File: config.mk
export PLATFORM = sky130hd
export DESIGN_NAME = rx_interface_flat
export DESIGN_NICKNAME = d
export VERILOG_FILES = /design/src/rtl/rx_interface_if.sv /design/src/rtl/rx_interface.sv /design/src/flat_wrapper.sv
export SDC_FILE = /design/constraint.sdc
export NUM_CORES = 1
export LEC_CHECK = 0
export CORE_MARGIN = 2
export CORE_UTILIZATION = 40
export DETAILED_ROUTE_END_ITERATION = 12
export HOLD_SLACK_MARGIN = 0.05
export PLACE_DENSITY = 0.58
export SYNTH_ARGS = -nofsm -noshare
export SYNTH_HDL_FRONTEND = slang
export SYNTH_SLANG_ARGS = --single-unit
File: constraint.sdc
create_clock -name clk -period 2.7 [get_ports clk]
set_input_delay 0.405 -clock clk [delete_from_list [all_inputs] [get_ports clk]]
set_output_delay 0.405 -clock clk [all_outputs]
set_load 0.02 [all_outputs]
File: src/rtl/rx_interface_if.sv
// Receive-side bundle: serial line in, assembled word and status strobes out.
interface rx_interface_if #(
  parameter int unsigned DATA_BITS = 8
);
  logic                     rx;
  logic [2*DATA_BITS-1:0]   data_out;
  logic                     rx_valid;
  logic                     frame_err;
  logic                     busy;

  modport master (
    output rx,
    input  data_out,
    input  rx_valid,
    input  frame_err,
    input  busy
  );

  modport slave (
    input  rx,
    output data_out,
    output rx_valid,
    output frame_err,
    output busy
  );
endinterface

File: src/rtl/rx_interface.sv
// 8N1 UART receiver with 16x oversampling that pairs bytes (low first) into one word
// and reports it with a single-cycle valid strobe.
module rx_interface #(
  parameter int unsigned BAUD_DIV  = 163,
  parameter int unsigned DATA_BITS = 8,
  parameter int unsigned SB_TICK   = 16
) (
  input  logic               clk,
  input  logic               rst_n,
  rx_interface_if.slave      bus
);

  localparam int unsigned TickW = (BAUD_DIV > 1) ? $clog2(BAUD_DIV) : 1;
  localparam int unsigned NW    = (DATA_BITS > 1) ? $clog2(DATA_BITS) : 1;

  typedef enum logic [1:0] {StIdle, StStart, StData, StStop} state_e;

  logic                   rx_meta_q, rx_s_q;
  logic [TickW-1:0]       tick_cnt_q;
  logic                   tick;

  state_e                 state_q, state_d;
  logic [3:0]             s_q, s_d;
  logic [NW-1:0]          n_q, n_d;
  logic [DATA_BITS-1:0]   shreg_q, shreg_d;
  logic [DATA_BITS-1:0]   lo_q, lo_d;
  logic                   sel_q, sel_d;
  logic [2*DATA_BITS-1:0] data_q, data_d;
  logic                   valid_q, valid_d;
  logic                   ferr_q, ferr_d;

  // Synchronizer presets high so reset looks like an idle line.
  always_ff @(posedge clk or negedge rst_n) begin
    if (!rst_n) begin
      rx_meta_q <= 1'b1;
      rx_s_q    <= 1'b1;
    end else begin
      rx_meta_q <= bus.rx;
      rx_s_q    <= rx_meta_q;
    end
  end

  // Free-running oversample tick; deliberately not restarted on a start edge.
  always_ff @(posedge clk or negedge rst_n) begin
    if (!rst_n) begin
      tick_cnt_q <= '0;
    end else if (tick) begin
      tick_cnt_q <= '0;
    end else begin
      tick_cnt_q <= tick_cnt_q + TickW'(1);
    end
  end

  assign tick = (tick_cnt_q == TickW'(BAUD_DIV - 1));

  always_ff @(posedge clk or negedge rst_n) begin
    if (!rst_n) begin
      state_q <= StIdle;
      s_q     <= '0;
      n_q     <= '0;
      shreg_q <= '0;
      lo_q    <= '0;
      sel_q   <= 1'b0;
      data_q  <= '0;
      valid_q <= 1'b0;
      ferr_q  <= 1'b0;
    end else begin
      state_q <= state_d;
      s_q     <= s_d;
      n_q     <= n_d;
      shreg_q <= shreg_d;
      lo_q    <= lo_d;
      sel_q   <= sel_d;
      data_q  <= data_d;
      valid_q <= valid_d;
      ferr_q  <= ferr_d;
    end
  end

  always_comb begin
    state_d = state_q;
    s_d     = s_q;
    n_d     = n_q;
    shreg_d = shreg_q;
    lo_d    = lo_q;
    sel_d   = sel_q;
    data_d  = data_q;
    valid_d = 1'b0;
    ferr_d  = 1'b0;

    unique case (state_q)
      StIdle: begin
        s_d = '0;
        // Start edge is checked every clock, not just on ticks.
        if (!rx_s_q) begin
          state_d = StStart;
        end
      end

      StStart: begin
        if (tick) begin
          if (s_q == 4'd7) begin
            s_d = '0;
            if (!rx_s_q) begin
              state_d = StData;
              n_d     = '0;
            end else begin
              state_d = StIdle;
            end
          end else begin
            s_d = s_q + 4'd1;
          end
        end
      end

      StData: begin
        if (tick) begin
          if (s_q == 4'd15) begin
            s_d     = '0;
            shreg_d = {rx_s_q, shreg_q[DATA_BITS-1:1]};
            if (n_q == NW'(DATA_BITS - 1)) begin
              state_d = StStop;
            end else begin
              n_d = n_q + NW'(1);
            end
          end else begin
            s_d = s_q + 4'd1;
          end
        end
      end

      StStop: begin
        if (tick) begin
          if (s_q == 4'(SB_TICK - 1)) begin
            state_d = StIdle;
            s_d     = '0;
            if (rx_s_q) begin
              if (!sel_q) begin
                lo_d  = shreg_q;
                sel_d = 1'b1;
              end else begin
                data_d  = {shreg_q, lo_q};
                valid_d = 1'b1;
                sel_d   = 1'b0;
              end
            end else begin
              // Bad stop bit: drop this byte and any pending low byte to resync pairing.
              ferr_d = 1'b1;
              sel_d  = 1'b0;
            end
          end else begin
            s_d = s_q + 4'd1;
          end
        end
      end

      default: begin
        state_d = StIdle;
        s_d     = '0;
      end
    endcase
  end

  assign bus.data_out  = data_q;
  assign bus.rx_valid  = valid_q;
  assign bus.frame_err = ferr_q;
  assign bus.busy      = (state_q != StIdle);

endmodule
File: src/flat_wrapper.sv
// flat-port wrapper written by rule: the top's interface ports become plain ports
module rx_interface_flat 
#(
  parameter int unsigned BAUD_DIV  = 163,
  parameter int unsigned DATA_BITS = 8,
  parameter int unsigned SB_TICK   = 16
)
  (clk, rst_n, bus_rx, bus_data_out, bus_rx_valid, bus_frame_err, bus_busy);
  rx_interface_if #(.DATA_BITS(DATA_BITS)) bus_i ();
  input  logic clk;
  input  logic rst_n;
  input wire logic [$bits(bus_i.rx)-1:0] bus_rx;
  output wire logic [$bits(bus_i.data_out)-1:0] bus_data_out;
  output wire logic [$bits(bus_i.rx_valid)-1:0] bus_rx_valid;
  output wire logic [$bits(bus_i.frame_err)-1:0] bus_frame_err;
  output wire logic [$bits(bus_i.busy)-1:0] bus_busy;
  assign bus_i.rx = bus_rx;
  assign bus_data_out = bus_i.data_out;
  assign bus_rx_valid = bus_i.rx_valid;
  assign bus_frame_err = bus_i.frame_err;
  assign bus_busy = bus_i.busy;
  rx_interface #(.BAUD_DIV(BAUD_DIV), .DATA_BITS(DATA_BITS), .SB_TICK(SB_TICK)) u_core (.clk(clk), .rst_n(rst_n), .bus(bus_i));
endmodule
==> reports/metrics.yaml <==
timing:
  min_period_over_period: 0.850
  finalSetupViolCount: 0
  worst_pin_slew_ps: 659
  setup_ws_ps: 406
  drv_slew: 0
  finalHoldViolations: 0
  tns_ps: 0
  max_slew_margin: 0.554
  rsz0062_at_grt: "false"
  max_freq_mhz: 436
  skew_ps: 11.1
  finalCriticalPeriod_ps: 2290
global_route:
  grt_overflow: 0
  antenna_found_initial: 0
  grt_pass1_wl_mm: 7.66
  first_global_vias: 1577
  grt_max_degree: 30
  grt_usage: 0.136
logic_synthesis:
  synthArstFlopShare: 1.00
  synth_fa_ha_area_frac: 0.0499
  synth.cell_area_um2: 2510
  synth_seq_cells: 54
  synth_mux_area_frac: 0.179
  syn-num-nets: 204
  yosysWarnings: 0
  synth-edff-count: 0
  synth-main-ff-cell: "dfrtp_1"
  synth_xor_area_frac: 0.0209
  seq_area_frac_synth: 0.539
  synthSimpleGateAreaFrac: 0.125
  synth_cell_types: 47
  syn_area_per_cell_um2: 13.1
  syn_inst: 191
  synth_top_family_by_area: "multiplexers"
  synth_compound_area_frac: 0.0568
worst_setup_path:
  end_kind: "flip-flop"
  critPathMaxFanout: 9
  rr_worst_depth: 4
  cp_cell_sequence: "or3b_1 -> nor4_4 -> and2b_1 -> mux2_2"
  crit_path_top_delay_cell: "or3b_1"
  crit_arrival_ps: 2490
  slowest_delay_ps: 550
  crit_type: "reg2reg"
  required_ps: 2900
  reg2reg_to: "u_core.lo_q[3]$_DFFE_PN0P_"
  path_buf_inv: 0
  r2r-start: "u_core.tick_cnt_q[4]$_DFF_PN0_"
  cpLargestDelayFamily: "simple AND/OR/NAND/NOR gates"
  reg2reg_setup_slack_ps: 410
  start_kind: "flip-flop"
routing:
  first_pass_iters: 5
  remaining_drc_errors: 0
  drt_iter0_markers: 54
  viasPerCell: 5.16
  totalWireLength_mm: 4.32
  ant_nets: 0
  wl_per_cell_um: 14.7
  vias: 1516
floorplanning:
  initial_utilization: 0.419
  die-area_um2: 6920
  coreArea_um2: 5990
  die_width_um: 83.2
  die_y_um: 83.2
  std_cell_rows: 28
  pin_count: 22
clocking:
  cts_buffers: 5
  cts-root-buf: "clkbuf_8"
  clock-sinks: 54
  htree_levels: 2
  cts_tree: "done"
  worstSkewPairLatency_ps: 310
  path_clk_slew_ps: 100
  post_cts_buffers: 0
  clockBufferDepth: 2
layout:
  final_cell_mix: "dfrtp_1 (52), mux2_2 (24), clkdlybuf4s50_1 (20), nor2_1 (11)"
  fill_cells: 521
  syn2layout_area_growth_pct: 15.8
  nNetsFinal: 231
  drive_above_1_share: 0.260
  design_area_um2: 2910
  layout_commonest_cell: "dfrtp_1"
  diodes: 0
power_and_ir_drop:
  cellPowerDensity_nw_per_um2: 451
  power_leakage_uw: 0.00143
  max-vdd-ir-drop_uv: 274
worst_hold_path:
  hold_path_class: "reg2reg"
  min_from: "u_core.rx_meta_q$_DFF_PN1_"
  hold_end: "u_core.rx_s_q$_DFF_PN1_"
  holdPathStages: 0
placement:
  gp_congestion: 0.836
  placed_cell_area_um2: 2800
  place_ws_ps: 415
  dpl.hpwl_mm: 3.15
  portBuffers: 21
run_status:
  outcome: "finished clean"
run:
  max-cap-violations: 0
[area by class of cell]
cell class	count	area (µm²)	area share
flip-flops and latches	54	1350	0.466
multi-input cells	123	1080	0.373
repair buffers	26	245	0.0844
well taps	75	93.8	0.0323
clock buffers	5	68.8	0.0237
inverters	8	30.0	0.0103
clock inverters	3	28.8	0.00991
[timing repair]
action / CTS / global route
hold buffers: 1 / 0
hold endpoints to repair: 10 / 0
gates resized for setup: 0 / 0
[Yosys cell counts, drive strengths merged (2+ instances only)]
master / number / area [µm²]
buf: 3 / 30.0
dfrtp: 52 / 1300
a21bo: 2 / 20.0
a22oi: 2 / 15.0
nor3: 2 / 10.0
nor4: 3 / 48.8
clkbuf: 3 / 11.3
mux2i: 3 / 30.0
ha: 10 / 125
xor2: 3 / 26.3
nand2: 11 / 48.8
nand4: 2 / 12.5
mux2: 34 / 420
nand3: 6 / 35.0
nor2: 12 / 47.6
inv: 8 / 30.0
and2: 2 / 12.5
dfstp: 2 / 52.6
a21oi: 4 / 20.0
xnor2: 3 / 26.3
a21o: 2 / 15.0
and3: 3 / 18.8
[state kept, by name (all words and copies together), names as in the netlist, 3 cells and up, named ones only]
register,cells
u_core.tick_cnt_q,8
u_core.lo_q,8
u_core.shreg_q,8
u_core.s_q,4
u_core.n_q,3
u_core.bus.data_out,16
[worst max path at each step]
stage / start / depth (start not counted) / endpoint / slack, ps
after floorplan: u_core.tick_cnt_q[4]$_DFF_PN0_ / 6 / u_core.lo_q[0]$_DFFE_PN0P_ / 700
after global placement: u_core.tick_cnt_q[4]$_DFF_PN0_ / 4 / u_core.lo_q[5]$_DFFE_PN0P_ / 500
after detailed placement: u_core.tick_cnt_q[4]$_DFF_PN0_ / 4 / u_core.lo_q[4]$_DFFE_PN0P_ / 410
after CTS: u_core.tick_cnt_q[4]$_DFF_PN0_ / 4 / u_core.lo_q[3]$_DFFE_PN0P_ / 390
after global routing: u_core.tick_cnt_q[4]$_DFF_PN0_ / 4 / u_core.lo_q[3]$_DFFE_PN0P_ / 290
final: u_core.tick_cnt_q[4]$_DFF_PN0_ / 4 / u_core.lo_q[3]$_DFFE_PN0P_ / 410
[worst register-to-register path: stages (launching register included)]
cell,delay (ps)
dfrtp_1,440
or3b_1,550
nor4_4,400
and2b_1,420
mux2_2,380
[cell families after synthesis]
family,count (synthesis)
xor gates and xnor gates,6
adders and majority gates,10
muxes,37
and+or+nand+nor,51
AOI/OAI and AO/OA,19
DFF,54
buffers and inverters,14
[metal layers]
metal,up-vias,part of all wire,track usage
li1,728,-,-
met4,0,0.018,0.0447
met2,24,0.49,0.230
met3,10,0.029,0.0278
met1,754,0.46,0.175
met5,-,0,0
[metrics by stage]
step           utilization  hold slack, ps  total power, µW  instances
3_3_place_gp         0.467             286              849        285
4_1_cts              0.485             366             1330        294
6_report             0.485             365             1310        294
2_1_floorplan            -             109              829        191
3_5_place_dp         0.467             293              851        285
5_1_grt              0.485             369             1370        294
[power by group]
| group | internal, µW | total [µW] | switching, µW |
|---|---|---|---|
| clock network | 193 | 476 | 283 |
| logic | 5.16 | 21.1 | 15.9 |
| registers | 811 | 813 | 1.73 |
| total | 1010 | 1310 | 301 |
No activity file was read; power rests on OpenSTA's default activity.
